## config.mk

```make
export PLATFORM = sky130hd
export DESIGN_NAME = serial_rx
export DESIGN_NICKNAME = d
export VERILOG_FILES = /design/src/rtl/serial_rx.sv
export SDC_FILE = /design/constraint.sdc
export NUM_CORES = 1
export LEC_CHECK = 0
export CAP_MARGIN = 20
export CORE_ASPECT_RATIO = 1.5
export CORE_UTILIZATION = 59
export DETAILED_ROUTE_END_ITERATION = 6
export GPL_TIMING_DRIVEN = 0
export PLACE_DENSITY = 0.83
export SLEW_MARGIN = 10
export SYNTH_ARGS = -nofsm -noshare
export SYNTH_HDL_FRONTEND = slang
export SYNTH_SLANG_ARGS = --single-unit
```

## constraint.sdc

```tcl
create_clock -name clock -period 2.65 [get_ports clock]
set_input_delay 0.265 -clock clock [delete_from_list [all_inputs] [get_ports clock]]
set_output_delay 0.265 -clock clock [all_outputs]
set_load 0.03 [all_outputs]
```

## src/rtl/serial_rx.sv

```systemverilog
`default_nettype none
// ============================================================================
//  Module      : serial_rx
//  Description : Asynchronous serial receiver. Oversamples the line with a
//                bit timer, centres on the start bit, shifts in N data bits
//                LSB first, checks the stop bit and hands the word to a
//                valid/ready consumer with sticky frame/overrun error flags.
//                Define SERIAL_RX_PARITY_EN to add an even-parity bit between
//                the data and the stop bit, with a sticky parity_err output.
//  Revision    : 1.0 - initial release
// ============================================================================
module serial_rx #(
    parameter int N            = 8,
    parameter int CLKS_PER_BIT = 16
) (
    input  logic         clock,
    input  logic         resetn,
    input  logic         sin,
    input  logic         ready,
    input  logic         clr_err,
    output logic [N-1:0] dout,
    output logic         valid,
    output logic         busy,
    output logic         frame_err,
`ifdef SERIAL_RX_PARITY_EN
    output logic         parity_err,
`endif
    output logic         overrun
);

    localparam int c_TW = (CLKS_PER_BIT > 1) ? $clog2(CLKS_PER_BIT) : 1;
    localparam int c_CW = (N > 1) ? $clog2(N) : 1;
    localparam logic [c_TW-1:0] c_HALF_LAST = c_TW'(CLKS_PER_BIT / 2 - 1);
    localparam logic [c_TW-1:0] c_BIT_LAST  = c_TW'(CLKS_PER_BIT - 1);
    localparam logic [c_CW-1:0] c_CNT_LAST  = c_CW'(N - 1);

`ifdef SERIAL_RX_PARITY_EN
    typedef enum logic [2:0] {
        ST_IDLE   = 3'd0,
        ST_START  = 3'd1,
        ST_DATA   = 3'd2,
        ST_PARITY = 3'd3,
        ST_STOP   = 3'd4
    } state_t;
`else
    typedef enum logic [2:0] {
        ST_IDLE   = 3'd0,
        ST_START  = 3'd1,
        ST_DATA   = 3'd2,
        ST_STOP   = 3'd4
    } state_t;
`endif

    state_t          r_state;
    logic            r_sync1;
    logic            r_s;
    logic [c_TW-1:0] r_timer;
    logic [c_CW-1:0] r_cnt;
    logic [N-1:0]    r_shreg;
    logic            r_busy;
    logic            r_fin;       // one-cycle pulse: a frame's stop bit was just sampled
    logic            r_stop_ok;
    logic [N-1:0]    r_dout;
    logic            r_valid;
    logic            r_frame_err;
    logic            r_overrun;
    logic            w_par_ok;
    logic            w_good;
    logic [N-1:0]    w_shift_next;

    // New bit enters at the MSB so that after N samples bit 0 sits at the LSB.
    generate
        if (N > 1) begin : g_shift_wide
            assign w_shift_next = {r_s, r_shreg[N-1:1]};
        end else begin : g_shift_one
            assign w_shift_next = r_s;
        end
    endgenerate

`ifdef SERIAL_RX_PARITY_EN
    logic r_par_ok;
    logic r_parity_err;
    assign w_par_ok   = r_par_ok;
    assign parity_err = r_parity_err;
`else
    assign w_par_ok = 1'b1;
`endif

    assign w_good = r_fin && r_stop_ok && w_par_ok;

    // Two-flop synchronizer for the asynchronous line; idles high.
    always_ff @(posedge clock or negedge resetn) begin
        if (!resetn) begin
            r_sync1 <= 1'b1;
            r_s     <= 1'b1;
        end else begin
            r_sync1 <= sin;
            r_s     <= r_sync1;
        end
    end

    // Frame sequencer: start detect, mid-bit sampling, data shift, stop check.
    always_ff @(posedge clock or negedge resetn) begin
        if (!resetn) begin
            r_state   <= ST_IDLE;
            r_busy    <= 1'b0;
            r_timer   <= '0;
            r_cnt     <= '0;
            r_shreg   <= '0;
            r_fin     <= 1'b0;
            r_stop_ok <= 1'b0;
`ifdef SERIAL_RX_PARITY_EN
            r_par_ok  <= 1'b0;
`endif
        end else begin
            r_fin <= 1'b0;
            case (r_state)
                ST_IDLE: begin
                    if (!r_s) begin
                        r_state <= ST_START;
                        r_busy  <= 1'b1;
                        r_timer <= '0;
                    end
                end
                ST_START: begin
                    if (r_timer == c_HALF_LAST) begin
                        r_timer <= '0;
                        r_cnt   <= '0;
                        if (r_s) begin
                            // Glitch, not a real start bit.
                            r_state <= ST_IDLE;
                            r_busy  <= 1'b0;
                        end else begin
                            r_state <= ST_DATA;
                        end
                    end else begin
                        r_timer <= r_timer + 1'b1;
                    end
                end
                ST_DATA: begin
                    if (r_timer == c_BIT_LAST) begin
                        r_timer <= '0;
                        r_shreg <= w_shift_next;
                        if (r_cnt == c_CNT_LAST) begin
                            r_cnt <= '0;
`ifdef SERIAL_RX_PARITY_EN
                            r_state <= ST_PARITY;
`else
                            r_state <= ST_STOP;
`endif
                        end else begin
                            r_cnt <= r_cnt + 1'b1;
                        end
                    end else begin
                        r_timer <= r_timer + 1'b1;
                    end
                end
`ifdef SERIAL_RX_PARITY_EN
                ST_PARITY: begin
                    if (r_timer == c_BIT_LAST) begin
                        r_timer  <= '0;
                        r_par_ok <= ((^r_shreg) == r_s);
                        r_state  <= ST_STOP;
                    end else begin
                        r_timer <= r_timer + 1'b1;
                    end
                end
`endif
                ST_STOP: begin
                    // Return to IDLE right after the mid-stop sample so a
                    // following start edge is not missed.
                    if (r_timer == c_BIT_LAST) begin
                        r_timer   <= '0;
                        r_stop_ok <= r_s;
                        r_fin     <= 1'b1;
                        r_state   <= ST_IDLE;
                        r_busy    <= 1'b0;
                    end else begin
                        r_timer <= r_timer + 1'b1;
                    end
                end
                default: begin
                    r_state <= ST_IDLE;
                    r_busy  <= 1'b0;
                    r_timer <= '0;
                end
            endcase
        end
    end

    // Output handshake and sticky error flags; setting events beat clr_err.
    always_ff @(posedge clock or negedge resetn) begin
        if (!resetn) begin
            r_dout       <= '0;
            r_valid      <= 1'b0;
            r_frame_err  <= 1'b0;
            r_overrun    <= 1'b0;
`ifdef SERIAL_RX_PARITY_EN
            r_parity_err <= 1'b0;
`endif
        end else begin
            if (w_good && (!r_valid || ready)) begin
                r_dout  <= r_shreg;
                r_valid <= 1'b1;
            end else if (r_valid && ready) begin
                r_valid <= 1'b0;
            end

            if (r_fin && !r_stop_ok) begin
                r_frame_err <= 1'b1;
            end else if (clr_err) begin
                r_frame_err <= 1'b0;
            end

            if (w_good && r_valid && !ready) begin
                r_overrun <= 1'b1;
            end else if (clr_err) begin
                r_overrun <= 1'b0;
            end

`ifdef SERIAL_RX_PARITY_EN
            if (r_fin && !r_par_ok) begin
                r_parity_err <= 1'b1;
            end else if (clr_err) begin
                r_parity_err <= 1'b0;
            end
`endif
        end
    end

    assign dout      = r_dout;
    assign valid     = r_valid;
    assign busy      = r_busy;
    assign frame_err = r_frame_err;
    assign overrun   = r_overrun;

endmodule
`default_nettype wire

```

# Yosys cells after proc, flatten, opt, wreduce, memory -nomap -nowiden
# Index checks and enable logic that the tools add are counted.
totals:
  input_bits: 5
  register_bits: 34
  wordCells: 76
  out_inout_bits: 12
op_classes:
  bitwise: 1
  muxes: 27
  add_sub_neg: 2
  eq_ne: 12
  n_reduce_logical: 21
op_table:
  columns: ["op", "n"]
  rows:
  - ["3-bit two-way mux", 8]
  - ["4-bit two-way mux", 3]
  - ["2-bit != test (second input constant)", 6]
  - ["3-bit one-hot mux with 4 select lines", 1]
  - ["4-bit one-hot mux with 3 select lines", 1]
  - ["1-bit two-way mux", 11]
  - ["5-bit AND reduction", 2]
  - ["2-bit nonzero test", 4]
  - ["3-bit == test (second input constant)", 2]
  - ["1-bit logical AND", 6]
  - ["3-bit one-hot mux with 2 select lines", 1]
  - ["4-bit by 1-bit adder with 4-bit output (second input constant)", 1]
  - ["4-bit by 3-bit == test with 1-bit output (second input constant)", 1]
  - ["4-bit == test (second input constant)", 1]
  - ["1-bit one-hot mux with 4 select lines", 1]
  - ["2-bit AND reduction", 2]
  - ["3-bit by 1-bit adder with 3-bit output (second input constant)", 1]
  - ["3-bit by 1-bit == test with 1-bit output (second input constant)", 1]
  - ["3-bit by 2-bit == test with 1-bit output (second input constant)", 1]
  - ["1-bit zero test", 3]
  - ["3-bit zero test", 1]
  - ["3-bit AND reduction", 1]
  - ["2-bit two-way mux", 1]
  - ["2-bit OR reduction", 1]
  - ["other kinds (2)", 2]

# Depth between registers and ports, before layout
# Gate-level depths: netlist of the first run.
logic_depth:
  ltp_word: 4
  ltp_mapped: 6
  ltp_nobuf: 5

# Worst setup path before layout of the first run
# Ideal clock, no wire load.
synth_timing:
  path_type: "register to register"
  from: "register r_timer[0]"
  to: "register r_stop_ok"
  path_slack_ns: 1.137
  setup_time_ns: 0.125
  required_ns: 2.525
  synth_period_minus_slack_ns: 1.513
  arrival_ns: 1.388
  path_buffers: 1
  stages_incl_launch_ff: 6
  path_cell_list: "dfrtp_1 > ha_1 > and3_1 > buf_4 > and3_4 > mux2_4"
synth_between:
  elab_chain_cells: 2
synth_rtl:
  columns: ["item", "line", "source"]
  rows:
  - ["from (decl)", "57", "logic [c_TW-1:0] r_timer;"]
  - ["from (signal assigned)", "137", "r_timer <= r_timer + 1'b1;"]
  - ["from (signal assigned)", "155", "r_timer <= r_timer + 1'b1;"]
  - ["from (signal assigned)", "179", "r_timer <= r_timer + 1'b1;"]
  - ["4-bit == test", "172", "if (r_timer == c_BIT_LAST) begin"]
  - ["2-bit AND reduction (no source line)", null, null]
  - ["to (signal assigned)", "174", "r_stop_ok <= r_s;"]
  - ["to (decl)", "62", "logic r_stop_ok;"]
# Every way passes these cells.
# A chain may end at the register's enable or synchronous reset.

# Final worst setup path of the first run
layout_timing:
  from: "register r_timer[0]"
  to: "register r_shreg[1]"
layout_between:
  elab_chain_cells: 2
layout_rtl:
  columns: ["item", "line", "source"]
  rows:
  - ["4-bit == test", "141", "if (r_timer == c_BIT_LAST) begin"]
  - ["2-bit AND reduction (no source line)", null, null]
  - ["to (signal assigned)", "143", "r_shreg <= w_shift_next;"]
  - ["to (decl)", "59", "logic [N-1:0] r_shreg;"]
# Every way passes these cells.

==> results.tsv, run 1 <==
stage	metric	value	unit
outcome	run status	completed	
timing	smallest setup slack after layout	1.04	ns
timing	Final Slew Violations	0	
timing	Fin Setup TNS	0	ns
floorplan	# IOs	17	
synth	Mapped Avg Cell Area	12.3	sq um
detailed_routing	via density per instance	5.51	
worst_hold_path	Hold Path Class	in2async	
synth	Yosys reg bits	34	
setup_path	worst endpoint required time	2.81	ns
cts	Post-CTS Setup Bufs	0	
cts	Hold Buf Count CTS	0	
synth	most frequent cell after synthesis	dfrtp_1	
timing	period utilisation layout	60.7	%
timing	Fmax	0.622	GHz
floorplan	Die Height	66.4	um
cts	CTS Root Buffer Type	clkbuf_8	
pwr	Total Power	1.39	mW
timing	Tmin final	1.61	ns
cts	clock buffer depth	2	
timing	Slew headroom	51.1	%
setup_path	CP max FO	8	
synth	Mapped Cells	133	
synth	cell accounting for the most synthesized area	dfrtp_1	
detailed_routing	vias post-DR	1057	
timing	Fin Hold WS	0.0445	ns
timing	Worst-Margin Slew	0.733	ns
floorplan	die area	2980	sq um
synth	Post-Syn Nets	141	
cells_and_area	final instance area	1920	sq um
floorplan	Die W	44.9	um
cells_and_area	Util after Layout	72.4	%
cts	CTS buffer count	5	
cells_and_area	fin nets	164	
cells_and_area	fraction of layout cells with a size suffix above 1	27.7	%
cells_and_area	Final Instance Count excl. Fillers	192	
place	Placement Setup Slack	0.959	ns
synth	Post-synth EDFFs	0	
cts	CTS resizes	0	
setup_path	arrival time worst endpoint	1.77	ns
pwr	PD cells	726	nW/um^2
floorplan	num rows	23	
synth	top cells by area, synth	dfrtp_1, mux2_4, mux2_2, dfstp_2, nand2_1	
detailed_routing	post-DR wirelength/cell	14.5	um
floorplan	core area	2650	sq um
detailed_routing	ANT nets after route	0	
cells_and_area	number of diodes	0	
timing	final setup fails	0	
setup_path	crit start category	register	
synth	Top FF cell, synth	dfrtp_1	
global_routing	GRT overflow	0	
synth	unique cell type count in the Yosys netlist	46	
timing	unrepaired setup endpoints after global routing	false	
floorplan	initial core utilization	61.6	%
place	Post-Place Cells	186	
flow_run	Max-cap violations	0	
synth	Synth top cells by count	dfrtp_1, nand2_1, mux2_4	
global_routing	All-Layer GR Usage	22.4	%
global_routing	first-pass GRT wire length	4710	um
synth	share of the synthesized area in the top cell type	49.1	%
detailed_routing	First DRT Iteration DRCs	29	
synth	synthesized cell area	1630	sq um
detailed_routing	Pre-Repair DR Iteration Count	4	
detailed_routing	DRC Markers	0	
cells_and_area	Syn-to-layout area delta	17.4	%
detailed_routing	routed wire length	2780	um
place	port bufs	16	
synth	post-synthesis sequential area ratio	52.3	%
pwr	Leak	0.921	nW
synth	asr flop ratio synth	100	%
cts	H-tree depth	2	
place	DP Area	1830	sq um
setup_path	Setup Crit Path Kind	reg2reg	
synth	Syn. warnings	0	
setup_path	Crit. End Element	register	
cts	CTS tree	yes	
timing	Clock Skews	0.00504	ns
global_routing	vias in the first global route	1073	
global_routing	initial antenna violation count	0	
place	gp weighted congestion	0.867	
place	HPWL after detailed placement	2030	um
cts	worst skew pair latency	0.28	ns
cts	Worst-path clk slew	0.06	ns
global_routing	largest net degree at the start of global routing	35	
cts	Clock Sinks	34	
timing	final hold vios	0	
pwr	worst vdd ir	0.655	mV
==> cell families (layout without fill, tap and decap cells) <==
kind of cell    Yosys count  after routing  share of synthesized area, %
simple gates             44             44                          15.9
flops                    34             34                          52.3
mux                      21             21                          17.1
compound gates           19             19                          7.98
buf+inv                  11             33                          3.91
fa+ha+maj                 3              3                          2.30
xor+xnor                  1              1                         0.537
==> layout make-up <==
class,count,area [sq um]
repair buffers,16,155
well taps,37,46.3
plain buffers,6,45.0
inverters,5,18.8
fillers,197,732
clock buffers,6,82.6
flip-flops and latches,34,853
multi-input cells,88,714
==> routing by layer <==
metal / vias up / GRT usage [%] / wire [um]
li1: 507 / - / -
met1: 512 / 24.8 / 1140
met2: 32 / 38.2 / 1480
met3: 6 / 6.56 / 101
met4: 0 / 10.2 / 58
met5: - / 0 / 0
==> power by group <==
group          leakage (nW)  switching [mW]  internal (mW)
clock                0.0431           0.161          0.200
sequential            0.453          0.0518          0.572
combinational         0.425           0.213          0.192
==> sequential cells by signal (all words and copies together) (netlist names), 3 cells and up <==
name     cells
r_cnt        3
r_state      3
r_shreg      8
r_timer      4
dout         8
==> path summary, 6_finish.rpt <==
| kind | from | endpoint | slack (ns) | cells after the start |
|---|---|---|---|---|
| max in group asynchronous | resetn | r_state[1] | 2.13 | 1 |
| hold reg to reg | r_sync1 | r_s | 0.36 | 0 |
| hold / removal | resetn | valid | 0.04 | 1 |
| setup / recovery | r_timer[0] | r_shreg[1] | 1.04 | 5 |
| min in group clock | r_sync1 | r_s | 0.36 | 0 |
| setup reg to reg | r_timer[0] | r_shreg[1] | 1.04 | 5 |
==> layout by cell type, fill, tap and decap left out, types with 2 or more instances in the layout <==
cell type,n
o21ai_1,2
nor2b_1,2
o22ai_1,2
nor2_1,8
inv_1,4
buf_6,2
mux2_4,11
nand3_1,2
nand2b_1,3
dfrtp_1,32
nand2_1,12
buf_2,4
a21oi_1,5
ha_1,3
dfstp_2,2
and3_1,2
o21ai_0,2
mux2_1,3
mux2_2,5
nand3b_1,2
clkdlybuf4s50_1,15
clkbuf_8,6
==> critical path, cell delays in order, from the launching register on <==
cell and delay [ns]:
dfrtp_1 0.41, ha_1 0.26, and3_1 0.20, buf_4 0.16
nand2_4 0.15, mux2_4 0.32
Power figures use the tool's default switching activity.
==> run 2: changes to the inputs <==
--- a/config.mk
+++ b/config.mk
@@ -7,10 +7,10 @@
 export LEC_CHECK = 0
 export CAP_MARGIN = 20
 export CORE_ASPECT_RATIO = 1.5
-export CORE_UTILIZATION = 59
+export CORE_UTILIZATION = 50
 export DETAILED_ROUTE_END_ITERATION = 6
 export GPL_TIMING_DRIVEN = 0
-export PLACE_DENSITY = 0.83
+export PLACE_DENSITY = 0.75
 export SLEW_MARGIN = 10
 export SYNTH_ARGS = -nofsm -noshare
 export SYNTH_HDL_FRONTEND = slang
==> constraint.sdc (replaced) <==
create_clock -name clock -period 1.3 [get_ports clock]
set_input_delay 0.13 -clock clock [delete_from_list [all_inputs] [get_ports clock]]
set_output_delay 0.13 -clock clock [all_outputs]
set_load 0.03 [all_outputs]
==> run 2 against run 1 <==
The flow now finishes with violations (setup timing). Sequential cell count did not move. Critical path depth fell by 1. Hold slack improved by 0.20 ns. Critical endpoint is now r_stop_ok.
==> results.tsv, run 2 (same netlist as run 1, synthesis figures left out) <==
stage	metric	value	unit
outcome	run status	complete, but fails checks	
outcome	failing checks	setup timing	
floorplan	# IOs	17	
global_routing	met3 usage	5.45	%
timing	Fin Setup TNS	-1.26	ns
flow_run	Max-cap violations	0	
cells_and_area	fraction of layout cells with a size suffix above 1	41.4	%
timing	Tmin final	1.46	ns
pwr	Leak	1.04	nW
setup_path	Critical Path Source	r_timer[1]	
cells_and_area	final instance area	2150	sq um
global_routing	met1 Use GR	23.5	%
global_routing	met2 Resource Use GR	38.4	%
pwr	worst vdd ir	1.27	mV
cells_and_area	fin nets	176	
detailed_routing	ANT nets after route	0	
cts	H-tree depth	2	
setup_path	max incr delay on CP	0.40	ns
setup_path	Setup Crit Path Kind	reg2reg	
timing	Slew headroom	51.0	%
detailed_routing	post-DR wirelength/cell	16.0	um
cts	CTS tree	yes	
cells_and_area	FILL cells	229	
setup_path	CP top delay family	simple AND/OR/NAND/NOR gates	
floorplan	core area	3130	sq um
cells_and_area	most frequent cells in the layout	dfrtp_1, mux2_4, nand2_1, buf_4, dlygate4sd2_1	
setup_path	arrival time worst endpoint	1.63	ns
setup_path	Crit. End Element	register	
timing	period utilisation layout	112	%
worst_hold_path	HP Start	sin	
global_routing	GRT overflow	0	
cts	Worst-path clk slew	0.07	ns
detailed_routing	Pre-Repair DR Iteration Count	4	
detailed_routing	via density per instance	5.55	
cells_and_area	Syn-to-layout area delta	31.9	%
cts	worst skew pair latency	0.28	ns
global_routing	vias in the first global route	1233	
setup_path	CP max FO	5	
place	HPWL after detailed placement	2100	um
timing	final hold vios	0	
cts	clock buffer depth	2	
place	gp weighted congestion	0.833	
setup_path	crit path buf inv count	0	
timing	Clock Skews	0.00329	ns
timing	unrepaired setup endpoints after global routing	true	
setup_path	worst-path cell chain	ha_4 > and3_4 > and3_4 > mux2_4	
timing	Worst-Margin Slew	0.735	ns
detailed_routing	DRC Markers	0	
floorplan	die area	3500	sq um
timing	smallest setup slack after layout	-0.160	ns
cts	CTS buffer count	5	
setup_path	crit start category	register	
cells_and_area	most common cell after layout, fill and taps aside	dfrtp_1	
global_routing	initial antenna violation count	0	
detailed_routing	routed wire length	3340	um
timing	final setup fails	18	
global_routing	All-Layer GR Usage	21.6	%
timing	Final Slew Violations	0	
cts	CTS Root Buffer Type	clkbuf_8	
cts	Clock Sinks	34	
global_routing	largest net degree at the start of global routing	35	
global_routing	Most Crowded Layer GR	met2	
timing	Fmax	0.685	GHz
floorplan	Die Height	72.0	um
worst_hold_path	Hold Path Class	in2reg	
setup_path	worst endpoint required time	1.47	ns
global_routing	first-pass GRT wire length	5650	um
pwr	PD cells	1550	nW/um^2
place	port bufs	16	
floorplan	Die W	48.6	um
setup_path	critical path's slowest cell	dfrtp_1	
detailed_routing	vias post-DR	1159	
floorplan	num rows	25	
setup_path	r2r startpoint	r_timer[1]	
floorplan	initial core utilization	52.2	%
cells_and_area	number of diodes	0	
place	DP Area	1880	sq um
detailed_routing	First DRT Iteration DRCs	27	
setup_path	most frequent CP cell	and3_4	
[run 2: cell count changes in the layout (fill, tap and decap cells not counted), moves of 3 or more]
cell	delta
clkdlybuf4s50_1	-12
buf_2	-3
mux2_4	+8
dlygate4sd2_1	+12
mux2_1	-3
a21oi_2	+3
buf_4	+11
mux2_2	-5
a21oi_1	-3
dfrtp_2	+4
dfrtp_1	-4
[run 2: metrics by stage]
step	power, mW	util (%)	hold slack, ns	instances	worst slack (ns)
2_1_floorplan	1.93	-	-0.166	133	-0.139
3_3_place_gp	2.09	60.3	0.345	189	-0.641
3_5_place_dp	2.14	60.2	0.233	189	-0.230
4_1_cts	3.23	66.6	0.244	205	-0.165
5_1_grt	3.51	68.8	0.251	209	-0.176
6_report	3.33	68.8	0.246	209	-0.160
[run 2: cell type report]
type	instances	area [sq um]	share of cell area (%)
clock inverter	1	5.00	0.233
multi-input combinational	88	841	39.1
clock buffer	7	86.3	4.01
sequential	34	858	39.9
tap	40	50.0	2.33
timing repair buffer	29	244	11.3
inverter	5	18.8	0.872
buffer	5	48.8	2.27
[run 2: worst paths after layout]
kind | to | depth (start not counted) | slack (ns)
min reg2reg | r_s | 0 | 0.36
min | r_sync1 | 1 | 0.25
max in group asynchronous | r_timer[3] | 2 | 0.34
min in group asynchronous | dout[0] | 2 | 0.44
max reg2reg | r_stop_ok | 4 | -0.16
max | r_stop_ok | 4 | -0.16
[run 2: worst reg2reg max path, cell delays in order, from the launching register on]
cell     delay (ns)
dfrtp_1        0.40
ha_4           0.18
and3_4         0.26
and3_4         0.22
mux2_4         0.29
[run 2: layer usage]
metal / wire length (um) / up-vias
met5: 0 / -
met4: 96 / 0
met3: 125 / 12
met2: 1790 / 34
met1: 1320 / 580
li1: - / 533
[run 2: what timing repair did]
action                                  CTS  global route
hold buffers                              1             0
buffers inserted                          8             4
hold endpoints to repair                 32             0
pin swaps                                10             8
resized for setup                        22            13
endpoints found under the setup margin   29            28
[run 2: where the power goes]
group	internal (mW)	leakage [nW]	switching (mW)	total, mW
clock network	0.427	0.0482	0.373	0.800
logic	0.650	0.543	0.601	1.25
registers	1.17	0.447	0.115	1.28
